## config.mk

```make
export PLATFORM = sky130hd
export DESIGN_NAME = imem_prog_ctrl_flat
export DESIGN_NICKNAME = d
export VERILOG_FILES = /design/src/rtl/imem_prog_ctrl_if.sv /design/src/rtl/imem_prog_ctrl.sv /design/src/flat_wrapper.sv
export SDC_FILE = /design/constraint.sdc
export NUM_CORES = 1
export LEC_CHECK = 0
export ABC_AREA = 0
export CORE_AREA = 2 2 117 85
export CTS_BUF_LIST = sky130_fd_sc_hd__clkbuf_8
export DETAILED_ROUTE_END_ITERATION = 10
export DIE_AREA = 0 0 119 87
export PLACE_DENSITY_LB_ADDON = 0.2
export SYNTH_ARGS = -nofsm -noshare
export SYNTH_HDL_FRONTEND = slang
export SYNTH_SLANG_ARGS = --single-unit
```

## constraint.sdc

```tcl
create_clock -name clk -period 4.35 [get_ports clk]
set_input_delay 0.87 -clock clk [delete_from_list [all_inputs] [get_ports clk]]
set_output_delay 0.87 -clock clk [all_outputs]
set_load 0.005 [all_outputs]
```

## src/rtl/imem_prog_ctrl_if.sv

```systemverilog
// Byte-stream receive and instruction-memory bus bundle for the program loader.
// master is the loader's view; slave is the byte source / memory side.
interface imem_prog_ctrl_if;
  logic        rx_valid;
  logic [7:0]  rx_data;
  logic        rx_ready;
  logic [31:0] fetch_addr;
  logic [31:0] mem_addr;
  logic        mem_we;
  logic [31:0] mem_wdata;

  modport master (
    input  rx_valid, rx_data, fetch_addr,
    output rx_ready, mem_addr, mem_we, mem_wdata
  );

  modport slave (
    output rx_valid, rx_data, fetch_addr,
    input  rx_ready, mem_addr, mem_we, mem_wdata
  );
endinterface

```

## src/rtl/imem_prog_ctrl.sv

```systemverilog
// Instruction memory programmer: assembles little-endian bytes into words,
// writes them sequentially from address 0, stalls the core while loading.
module imem_prog_ctrl #(
  parameter int DEPTH = 1024
) (
  input  logic                  clk,
  input  logic                  rst_n,
  input  logic                  load_start,
  input  logic [10:0]           load_len,
  imem_prog_ctrl_if.master      bus,
  output logic                  cpu_stall,
  output logic                  busy,
  output logic                  done,
  output logic                  err,
  output logic [31:0]           checksum
);

  typedef enum logic [1:0] {IDLE, LOAD, WRITE, DONE} state_t;

  localparam logic [11:0] DEPTH_L = 12'(DEPTH);

  state_t      state_q, state_d;
  logic [10:0] word_idx_q;
  logic [10:0] len_q;
  logic [1:0]  byte_cnt_q;
  logic [31:0] word_q;
  logic [31:0] checksum_q;
  logic        err_q;
  logic        len_ok;
  logic        last_word;
  logic        byte_acc;
  logic [31:0] loader_addr;

  assign len_ok      = (load_len != 11'd0) && ({1'b0, load_len} <= DEPTH_L);
  assign last_word   = (word_idx_q == len_q - 11'd1);
  assign byte_acc    = (state_q == LOAD) && bus.rx_valid;
  assign loader_addr = {19'd0, word_idx_q, 2'b00};

  // Control state: everything here returns to a known value on reset.
  always_ff @(posedge clk) begin
    if (!rst_n) begin
      state_q    <= IDLE;
      word_idx_q <= '0;
      len_q      <= '0;
      byte_cnt_q <= '0;
      checksum_q <= '0;
      err_q      <= 1'b0;
    end else begin
      state_q <= state_d;
      err_q   <= (state_q == IDLE) && load_start && !len_ok;
      case (state_q)
        IDLE: begin
          if (load_start && len_ok) begin
            word_idx_q <= '0;
            byte_cnt_q <= '0;
            checksum_q <= '0;
            len_q      <= load_len;
          end
        end
        LOAD: begin
          if (byte_acc) byte_cnt_q <= byte_cnt_q + 2'd1;
        end
        WRITE: begin
          checksum_q <= checksum_q ^ word_q;
          byte_cnt_q <= '0;
          if (!last_word) word_idx_q <= word_idx_q + 11'd1;
        end
        default: ;
      endcase
    end
  end

  // Word assembly datapath; a partial word left by reset is simply overwritten.
  always_ff @(posedge clk) begin
    if (byte_acc) word_q[{byte_cnt_q, 3'b000} +: 8] <= bus.rx_data;
  end

  always_comb begin
    state_d       = state_q;
    bus.rx_ready  = 1'b0;
    bus.mem_we    = 1'b0;
    bus.mem_wdata = '0;
    bus.mem_addr  = loader_addr;
    done          = 1'b0;
    busy          = 1'b1;
    case (state_q)
      IDLE: begin
        busy         = 1'b0;
        bus.mem_addr = bus.fetch_addr;
        if (load_start && len_ok) state_d = LOAD;
      end
      LOAD: begin
        bus.rx_ready = 1'b1;
        if (bus.rx_valid && byte_cnt_q == 2'd3) state_d = WRITE;
      end
      WRITE: begin
        bus.mem_we    = 1'b1;
        bus.mem_wdata = word_q;
        state_d       = last_word ? DONE : LOAD;
      end
      DONE: begin
        done    = 1'b1;
        state_d = IDLE;
      end
      default: state_d = IDLE;
    endcase
  end

  assign cpu_stall = busy;
  assign err       = err_q;
  assign checksum  = checksum_q;

endmodule

```

## src/flat_wrapper.sv

```systemverilog
// flat-port wrapper written by rule: the top's interface ports become plain ports
module imem_prog_ctrl_flat 
#(
  parameter int DEPTH = 1024
)
  (clk, rst_n, load_start, load_len, cpu_stall, busy, done, err, checksum, bus_rx_valid, bus_rx_data, bus_fetch_addr, bus_rx_ready, bus_mem_addr, bus_mem_we, bus_mem_wdata);
  imem_prog_ctrl_if bus_i ();
  input  logic clk;
  input  logic rst_n;
  input  logic load_start;
  input  logic [10:0] load_len;
  output logic cpu_stall;
  output logic busy;
  output logic done;
  output logic err;
  output logic [31:0] checksum;
  input wire logic [$bits(bus_i.rx_valid)-1:0] bus_rx_valid;
  input wire logic [$bits(bus_i.rx_data)-1:0] bus_rx_data;
  input wire logic [$bits(bus_i.fetch_addr)-1:0] bus_fetch_addr;
  output wire logic [$bits(bus_i.rx_ready)-1:0] bus_rx_ready;
  output wire logic [$bits(bus_i.mem_addr)-1:0] bus_mem_addr;
  output wire logic [$bits(bus_i.mem_we)-1:0] bus_mem_we;
  output wire logic [$bits(bus_i.mem_wdata)-1:0] bus_mem_wdata;
  assign bus_i.rx_valid = bus_rx_valid;
  assign bus_i.rx_data = bus_rx_data;
  assign bus_i.fetch_addr = bus_fetch_addr;
  assign bus_rx_ready = bus_i.rx_ready;
  assign bus_mem_addr = bus_i.mem_addr;
  assign bus_mem_we = bus_i.mem_we;
  assign bus_mem_wdata = bus_i.mem_wdata;
  imem_prog_ctrl #(.DEPTH(DEPTH)) u_core (.clk(clk), .rst_n(rst_n), .load_start(load_start), .load_len(load_len), .bus(bus_i), .cpu_stall(cpu_stall), .busy(busy), .done(done), .err(err), .checksum(checksum));
endmodule
```

==> results of run 1 <==
==> critical path, cell delays in order (launching register included) <==
cell and delay [ps]:
dfxtp_1 380, nor2_2 820, buf_4 290, and2_1 150, clkdlybuf4s50_1 500
==> cells in the mapped netlist, drive strengths merged, types with 5 or more instances <==
cell type / instances / area (µm²)
a21oi: 10 / 50.1
and2: 88 / 551
and3: 7 / 43.8
buf: 5 / 40.0
clkbuf: 19 / 72.6
dfxtp: 59 / 1180
edfxtp: 32 / 961
ha: 7 / 87.6
inv: 7 / 26.3
mux2: 11 / 124
mux2i: 11 / 110
nand2: 40 / 150
nand3: 13 / 65.1
nor2: 42 / 160
nor2b: 17 / 106
nor3b: 5 / 37.5
o21ai: 13 / 68.8
or3: 11 / 68.8
xnor2: 8 / 70.1
xor2: 36 / 315
==> through the flow <==
step | cells | power (µW) | setup WS (ps) | util, %
3_3_place_gp | 743 | 1270 | 975 | 66.7
5_1_grt | 759 | 1980 | 785 | 69.1
3_5_place_dp | 743 | 1270 | 901 | 66.7
2_1_floorplan | 477 | 1100 | 1840 | -
6_report | 759 | 1910 | 973 | 69.1
4_1_cts | 759 | 1920 | 953 | 69.1
==> state kept, by name, indices dropped and copies added (netlist names) <==
register           flops
u_core.len_q          11
u_core.word_idx_q     11
u_core.state_q         2
u_core.byte_cnt_q      2
u_core.err             1
u_core.checksum       32
u_core.word_q         32
==> per-layer routing <==
layer,GRT usage (%),part of all wire (%)
met5,0,0
met2,34.9,45
met1,30.7,47
met3,6.41,7.9
met4,8.01,0.66
==> final timing paths <==
path | end | slack (ps)
worst max-delay path | bus_mem_addr[19] | 970
worst min-delay path | u_core.checksum[19] | 530
worst max register to register | u_core.word_idx_q[7] | 1460
worst min register to register | u_core.checksum[19] | 530
==> power groups by stage <==
stage                     logic [µW]  registers [µW]  clock network (µW)
after floorplan                  155             947                   0
after global placement           317             950                   0
after detailed placement         324             951                   0
after CTS                        326             931                 659
after global routing             356             935                 694
final                            323             931                 652
==> cell families (layout without fill, tap and decap cells) <==
logic type | after synthesis | count (layout) | share of synthesized area, %
muxes | 22 | 22 | 5.12
buffers and inverters | 31 | 185 | 3.04
DFF | 91 | 91 | 46.8
AOI/OAI and AO/OA | 38 | 38 | 5.55
xor gates and xnor gates | 44 | 44 | 8.43
adders and majority gates | 7 | 7 | 1.92
and+or+nand+nor | 244 | 244 | 29.1
==> cell type report <==
| type | count | area [µm²] | area share, % |
|---|---|---|---|
| inverters | 7 | 26.3 | 0.407 |
| repair buffers | 162 | 1610 | 24.9 |
| well taps | 128 | 160 | 2.48 |
| flip-flops and latches | 91 | 2140 | 33.2 |
| clock buffers | 9 | 124 | 1.92 |
| clock inverters | 7 | 105 | 1.63 |
| multi-input cells | 355 | 2300 | 35.6 |
==> metrics.md, run 1 <==
| Metric | Value |
|---|---|
| Status | finished clean |
| Setup_tns | 0 ps |
| Count of cell types in the netlist | 51 |
| HPWL Detailed | a little under 9000 µm |
| Root Buffer | clkbuf_8 |
| Post_cts resized | 0 |
| Most frequent cells in the layout | clkdlybuf4s50_1 (156), and2_1 (88), dfxtp_1 (59) |
| #FFs+latches synth | 91 |
| Setup Crit Path Kind | flop to primary output |
| Min Hold Slack | 527 ps |
| Hold_sp | u_core.checksum[19] |
| Die height | 87 µm |
| Worst EP required | ~3500 ps |
| Cells after synthesis | 477 |
| Crit Reg-Reg Startpoint | u_core.state_q[1] |
| Placed inst area | 6230 µm² |
| Row Count | 30 |
| Clock Latency Late Sink | around 370 ps |
| GP Congestion | approximately 0.87 |
| Register area share after synthesis | between 40% and 50% |
| Post-route clock period utilization | approximately 78% |
| Crit path launch | u_core.state_q[0] |
| Total track usage | between 20% and 30% |
| Net Sw Power | 474 µW |
| Drt drc | 0 |
| Core area | approximately 9300 µm² |
| Max Freq | a little under 0.3 GHz |
| Design Area, Final | 6460 µm² |
| Arrival @ worst endpoint | 2510 ps |
| Synth Flop Type | dfxtp_1 |
| DR vias | 3868 |
| Worst slew pin tran | 1030 ps |
| Clock network fraction of total power | 34.2% |
| Post-DR vias/cell | ~5.1 |
| CTS Buffer Depth | 2 |
| Hold buffer count at CTS | 0 |
| Die Wd | 119 µm |
| Lkg Pwr | 0.00240 µW |
| Clk sinks | about 90 |
| Largest net degree at the start of global routing | 41 |
| Layout cell share with drive strength beyond 1 | slightly above 7% |
| Initial antenna violation count | 0 |
| CTS Buf Count | 9 |
| Layout Area Growth over Synthesis | 41.3% |
| Final Slew Violations | 0 |
| Ant diodes | 0 |
| Commonest non-fill, non-tap cell in the layout | clkdlybuf4s50_1 |
| Ys Warns | 0 |
| Final hold vios | 0 |
| Htree depth | 3 |
| Net Count, Synth | 539 |
| Pint | 1430 µW |
| Post-synthesis instance area | around 4600 µm² |
| Cell Pwr Density | around 300 nW/µm² |
| Worst Clk Skew | roughly 12 ps |
| Port buffer count | between 150 and 200 |
| Number of global-route vias before repair | 3759 |
| Initial core utilization | 48.9% |
| Worst min-delay path category | flop to flop |
| EDFF count, synth | 32 |
| Max_cap viols | 0 |
| ANT nets after route | 0 |
| GR Overflow Total | 0 |
| Unrepaired setup endpoints after global routing | false |
| Peak VDD IR | 0.150 mV |
| Worst Path Max Fanout | 25 |
| Top Ports | 157 |
| Worst setup EP type | primary output |
| FILL cells | about 730 |
| Full die area | 10400 µm² |
| Hold Crit Depth | 2 |
| Final Critical Period | 3380 ps |
| R2R cell count | 8 |
| Pre-Repair DR Iteration Count | 5 |
| Synth async-reset ratio | 0% |
| Nets | just under 700 |
| Switching Fraction | 24.8% |
| Avg Inst Size Synth | 9.59 µm² |
| Worst setup SP type | flop |
| Slew headroom | between 30% and 40% |
| Gate power share | 17.0% |
| Finish-stage setup viols | 0 |
| CTS tree | built |
| First-pass GRT wire length | 18300 µm |
| Final WL | 11400 µm |
| Drt wl/cell | 15.1 µm |
| DRT iter0 DRCs | 283 |
| Post-CTS Setup Bufs | 0 |
| CTS clk-pin slew, worst paths | about 90 ps |
| Sequential Power Share | 48.8% |
Power figures use the tool's default switching activity.
==> run 2, diff against run 1 <==
- CORE_AREA: 2 2 117 85 -> 2 2 127 92
- DIE_AREA: 0 0 119 87 -> 0 0 129 94
- clock period: 4.35 -> 2.8 ns (I/O delays scaled with it)
==> run 2 against run 1 <==
Effect of this change: global-route usage shrank 2.3 points; register-to-register slack lost 1200 ps; non-clock buffer count is 4 higher; sequential cell count is the same; clock power increased by 35%; sequential power is 56% higher; wire length is 3.5% higher; first-iteration DRC count is 30% lower; clock skew down 1.3 ps; cell area is 0.87% higher; critical path depth unchanged; count of clock-buffer cells in the layout stayed put; critical endpoint is now bus_mem_addr[12]; largest cell class unchanged.
==> metrics.md, run 2 (synthesis results as in run 1) <==
| Metric | Value |
|---|---|
| CTS Buffer Depth | 2 |
| Worst setup SP type | flop |
| Finish-stage setup viols | 0 |
| Pre-Repair DR Iteration Count | 4 |
| Place WS | 87.9 ps |
| Worst slew pin tran | around 810 ps |
| Post-route clock period utilization | roughly nine tenths |
| Worst EP required | 2240 ps |
| Die height | 94 µm |
| Commonest non-fill, non-tap cell in the layout | clkdlybuf4s50_1 |
| Switching Fraction | 25.2% |
| ANT nets after route | 0 |
| Max Freq | 0.391 GHz |
| Row Count | 32 |
| Lkg Pwr | approximately 0.0024 µW |
| Gate power share | 18.2% |
| Status | finished clean |
| Drt drc | 0 |
| Unrepaired setup endpoints after global routing | false |
| Initial antenna violation count | 0 |
| Setup_tns | 0 ps |
| Max_cap viols | 0 |
| Nets | 692 |
| Core area | between 10000 and 15000 µm² |
| Min Hold Slack | about 520 ps |
| Post-DR vias/cell | 4.91 |
| HPWL Detailed | 8880 µm |
| Root Buffer | clkbuf_8 |
| Arrival @ worst endpoint | 2000 ps |
| Top Ports | 157 |
| CTS Buf Count | 9 |
| Final WL | 11800 µm |
| Sequential Power Share | 50.9% |
| Finished Core Util | 60.1% |
| Peak VDD IR | 0.199 mV |
| Final WS setup | 240 ps |
| Slew headroom | 45.6% |
| Layout cell share with drive strength beyond 1 | 7.57% |
| Total track usage | around a fifth |
| Die Wd | between 100 and 150 µm |
| Setup Crit Path Kind | flop to primary output |
| CTS clk-pin slew, worst paths | 90 ps |
| GP Congestion | approximately 0.82 |
| Clock network fraction of total power | between 30% and 40% |
| Cell Pwr Density | 436 nW/µm² |
| Worst Path Max Fanout | 35 |
| Worst min-delay path category | flop to flop |
| Post-CTS Setup Bufs | 0 |
| Layout Area Growth over Synthesis | 42.5% |
| Number of global-route vias before repair | 3926 |
| Drt wl/cell | about 15 µm |
| Pint | 2130 µW |
| Ant diodes | 0 |
| Clock Latency Late Sink | 360 ps |
| Initial core utilization | between 40% and 50% |
| Port buffer count | 156 |
| Worst Clk Skew | 10.2 ps |
| DR vias | 3864 |
| GR Overflow Total | 0 |
| First-pass GRT wire length | 19200 µm |
| Full die area | 12100 µm² |
| Most frequent cells in the layout | clkdlybuf4s50_1 (156), and2_1 (88), dfxtp_1 (59) |
| Net Sw Power | between 700 and 800 µW |
| Largest net degree at the start of global routing | 41 |
| Final Slew Violations | 0 |
| Worst setup EP type | primary output |
| Hold buffer count at CTS | 0 |
| DRT iter0 DRCs | 198 |
| CTS tree | built |
| Final hold vios | 0 |
| Clk sinks | 91 |
| Final Critical Period | ~2600 ps |
| Post_cts resized | 0 |
| Htree depth | 3 |
-- run 2: power by group through the flow --
stage	sequential, µW	combinational (µW)	clock [µW]
4_1_cts	1450	520	898
3_5_place_dp	1480	516	0
6_report	1450	517	877
5_1_grt	1450	567	946
3_3_place_gp	1470	506	0
2_1_floorplan	1470	241	0
-- run 2: layout make-up --
type | count | area [µm²]
Inverter | 7 | 26.3
Multi-Input combinational cell | 355 | 2300
Fill cell | 961 | 4330
Timing Repair Buffer | 166 | 1660
Clock inverter | 6 | 67.6
Tap cell | 153 | 191
Sequential cell | 91 | 2140
Clock buffer | 9 | 124
-- run 2: through the flow --
stage          cells  total power (µW)  area, µm²
3_3_place_gp     772              1980       6320
5_1_grt          787              2970       6520
6_report         787              2840       6520
4_1_cts          787              2860       6510
3_5_place_dp     772              1990       6320
2_1_floorplan    477              1710       4570
-- run 2: worst max-delay path: stages, from the launching register on --
cell and delay [ps]:
dfxtp_1 380, nor2_2 120, buf_4 310, mux2_2 380, clkdlybuf4s50_1 450
-- run 2: worst paths after layout --
path	to	depth (start not counted)	slack [ps]	start
min reg2reg	u_core.checksum[16]	2	520	u_core.checksum[16]
min	u_core.checksum[16]	2	520	u_core.checksum[16]
max reg2reg	u_core.word_idx_q[10]	9	280	u_core.len_q[1]
max	bus_mem_addr[12]	4	240	u_core.state_q[0]
-- run 2: per-layer routing --
metal	vias up	GRT usage [%]	share of wire, %
li1	1893	-	-
met1	1825	27.6	47
met2	137	31.7	45
met3	9	6.04	6.8
met4	0	5.71	0.80
met5	-	0	0
==> run 3, diff against run 2 <==
- CORE_AREA: 2 2 127 92 -> 2 2 117 85
- DIE_AREA: 0 0 129 94 -> 0 0 119 87
- clock period: 2.8 -> 3.1 ns (I/O delays scaled with it)
==> run 3 against run 2 <==
Effect of this change: sequential share of layout area grew 0.32 points; clock skew grew 3.7 ps; critical path depth is the same; cell count shrank 3.3%; via count is the same; total power shrank 8.6%; combinational power shrank 12%; clock power shrank 5.2%; register-to-register slack gained 120 ps; non-clock buffer count shrank 2; count of clock-buffer cells in the layout is the same; largest cell class unchanged; highest routed layer unchanged.
==> metrics.md, run 3 (synthesis results as in run 1) <==
| Metric | Value |
|---|---|
| Port buffer count | 156 |
| Clock Latency Late Sink | ~360 ps |
| GP Congestion | 0.811 |
| Worst min-delay path category | flop to flop |
| Max_cap viols | 0 |
| DR vias | 3864 |
| Final WL | about 11000 µm |
| Post-route clock period utilization | 89.7% |
| Crit-path max cell delay | 500 ps |
| Drt drc | 0 |
| Most frequent cells in the layout | clkdlybuf4s50_1 (156), and2_1 (88), dfxtp_1 (59) |
| Unrepaired setup endpoints after global routing | false |
| Final Critical Period | 2780 ps |
| Ant diodes | 0 |
| Total track usage | 22.5% |
| Final hold vios | 0 |
| Worst Path Max Fanout | 21 |
| Post-CTS Setup Bufs | 0 |
| CTS tree | built |
| Top Ports | 157 |
| Place WS | 248 ps |
| CP bufs+invs | 2 |
| Initial antenna violation count | 0 |
| Layout cell share with drive strength beyond 1 | 7.42% |
| Row Count | 30 |
| Largest net degree at the start of global routing | 36 |
| CTS Buffer Depth | 2 |
| Final WS setup | 320 ps |
| Design Area, Final | 6450 µm² |
| Post_cts resized | 0 |
| Post-DR vias/cell | 5.08 |
| First-pass GRT wire length | 18400 µm |
| ANT nets after route | 0 |
| Root Buffer | clkbuf_8 |
| Full die area | between 10000 and 15000 µm² |
| Min Hold Slack | between 500 and 600 ps |
| Cell family with most CP delay | buffers and inverters |
| Status | finished clean |
| Die Wd | 119 µm |
| CTS Buf Count | 9 |
| Die height | a little under 90 µm |
| Number of global-route vias before repair | 3707 |
| Max Freq | 0.360 GHz |
| DRT iter0 DRCs | 254 |
| Drt wl/cell | ~15 µm |
| FILL cells | 713 |
| Setup Crit Path Kind | flop to primary output |
| Pre-Repair DR Iteration Count | 4 |
| Lkg Pwr | 0.00240 µW |
| Placed inst area | 6250 µm² |
| Worst EP required | 2480 ps |
| Worst Clk Skew | 13.9 ps |
| Slew headroom | 45.3% |
| Cell Pwr Density | 402 nW/µm² |
| Critical path's slowest cell | clkdlybuf4s50_1 |
| Layout Area Growth over Synthesis | 41.1% |
| HPWL Detailed | 8560 µm |
| Setup_tns | 0 ps |
| Initial core utilization | 48.9% |
| Crit path launch | u_core.state_q[1] |
| Htree depth | 3 |
| Nets | slightly below 700 |
| Hold buffer count at CTS | 0 |
| Finish-stage setup viols | 0 |
| Clk sinks | 91 |
| Core area | 9350 µm² |
| Worst slew pin tran | 819 ps |
| CP Cell Sequence | nor2b_2 -> buf_4 -> and2_1 -> clkdlybuf4s50_1 |
| GR Overflow Total | 0 |
| Worst setup EP type | primary output |
| Commonest non-fill, non-tap cell in the layout | clkdlybuf4s50_1 |
| Peak VDD IR | between 0.2 and 0.25 mV |
| Hold_sp | u_core.checksum[19] |
| Crit Reg-Reg Startpoint | u_core.len_q[0] |
| Arrival @ worst endpoint | 2160 ps |
| Final Slew Violations | 0 |
| CTS clk-pin slew, worst paths | 100 ps |
| Worst setup SP type | flop |
run 3: cell count changes in the layout (fill, tap and decap cells not counted):
cell,previous run,this run
clkinv_2,1,0
clkinv_4,2,3
inv_8,0,1
buf_12,2,0
inv_6,0,1
o21ai_4,1,0
clkinvlp_4,2,1
o21ai_2,0,1
run 3: path summary, 6_finish.rpt:
kind / to / slack, ps / cells past startpoint
worst min register to register: u_core.checksum[19] / 520 / 2
worst max register to register: u_core.word_idx_q[4] / 400 / 9
worst max-delay path: bus_mem_wdata[11] / 320 / 4
worst min-delay path: u_core.checksum[19] / 520 / 2
run 3: power by group:
part	internal, µW	total [µW]	switching, µW
registers	1270	1310	35.3
clock network	385	831	446
logic	273	457	183
total	1930	2590	665
run 3: metal layers:
layer	up-vias	GRT usage [%]	wire length, µm
met4	0	5.52	106
li1	1897	-	-
met1	1818	30.5	5360
met2	139	36.3	5150
met3	10	6.02	781
met5	-	0	0
run 3: metrics by stage:
stage	cells	util [%]	total power [µW]
6_report	761	69.1	2590
5_1_grt	761	69.1	2710
4_1_cts	761	69.1	2620
3_5_place_dp	745	66.8	1790
3_3_place_gp	745	66.8	1780
2_1_floorplan	477	-	1550
run 3: area by class of cell:
class                      instances  area (µm²)  share of cell area, %
clock inverter                     7        83.8                   1.30
clock buffer                       9         124                   1.92
inverter                           7        26.3                  0.407
sequential                        91        2140                   33.2
timing repair buffer             164        1620                   25.1
tap                              128         160                   2.48
multi-input combinational        355        2300                   35.6
run 3: worst reg2reg max path: stages, from the launching register on:
cell and delay, ps:
dfxtp_1 450, inv_1 70, ha_1 280, nor2b_1 160, or3_1 340, a31o_2 250
nand4bb_1 190, o21ai_2 560, o21ai_0 200, a21oi_1 150
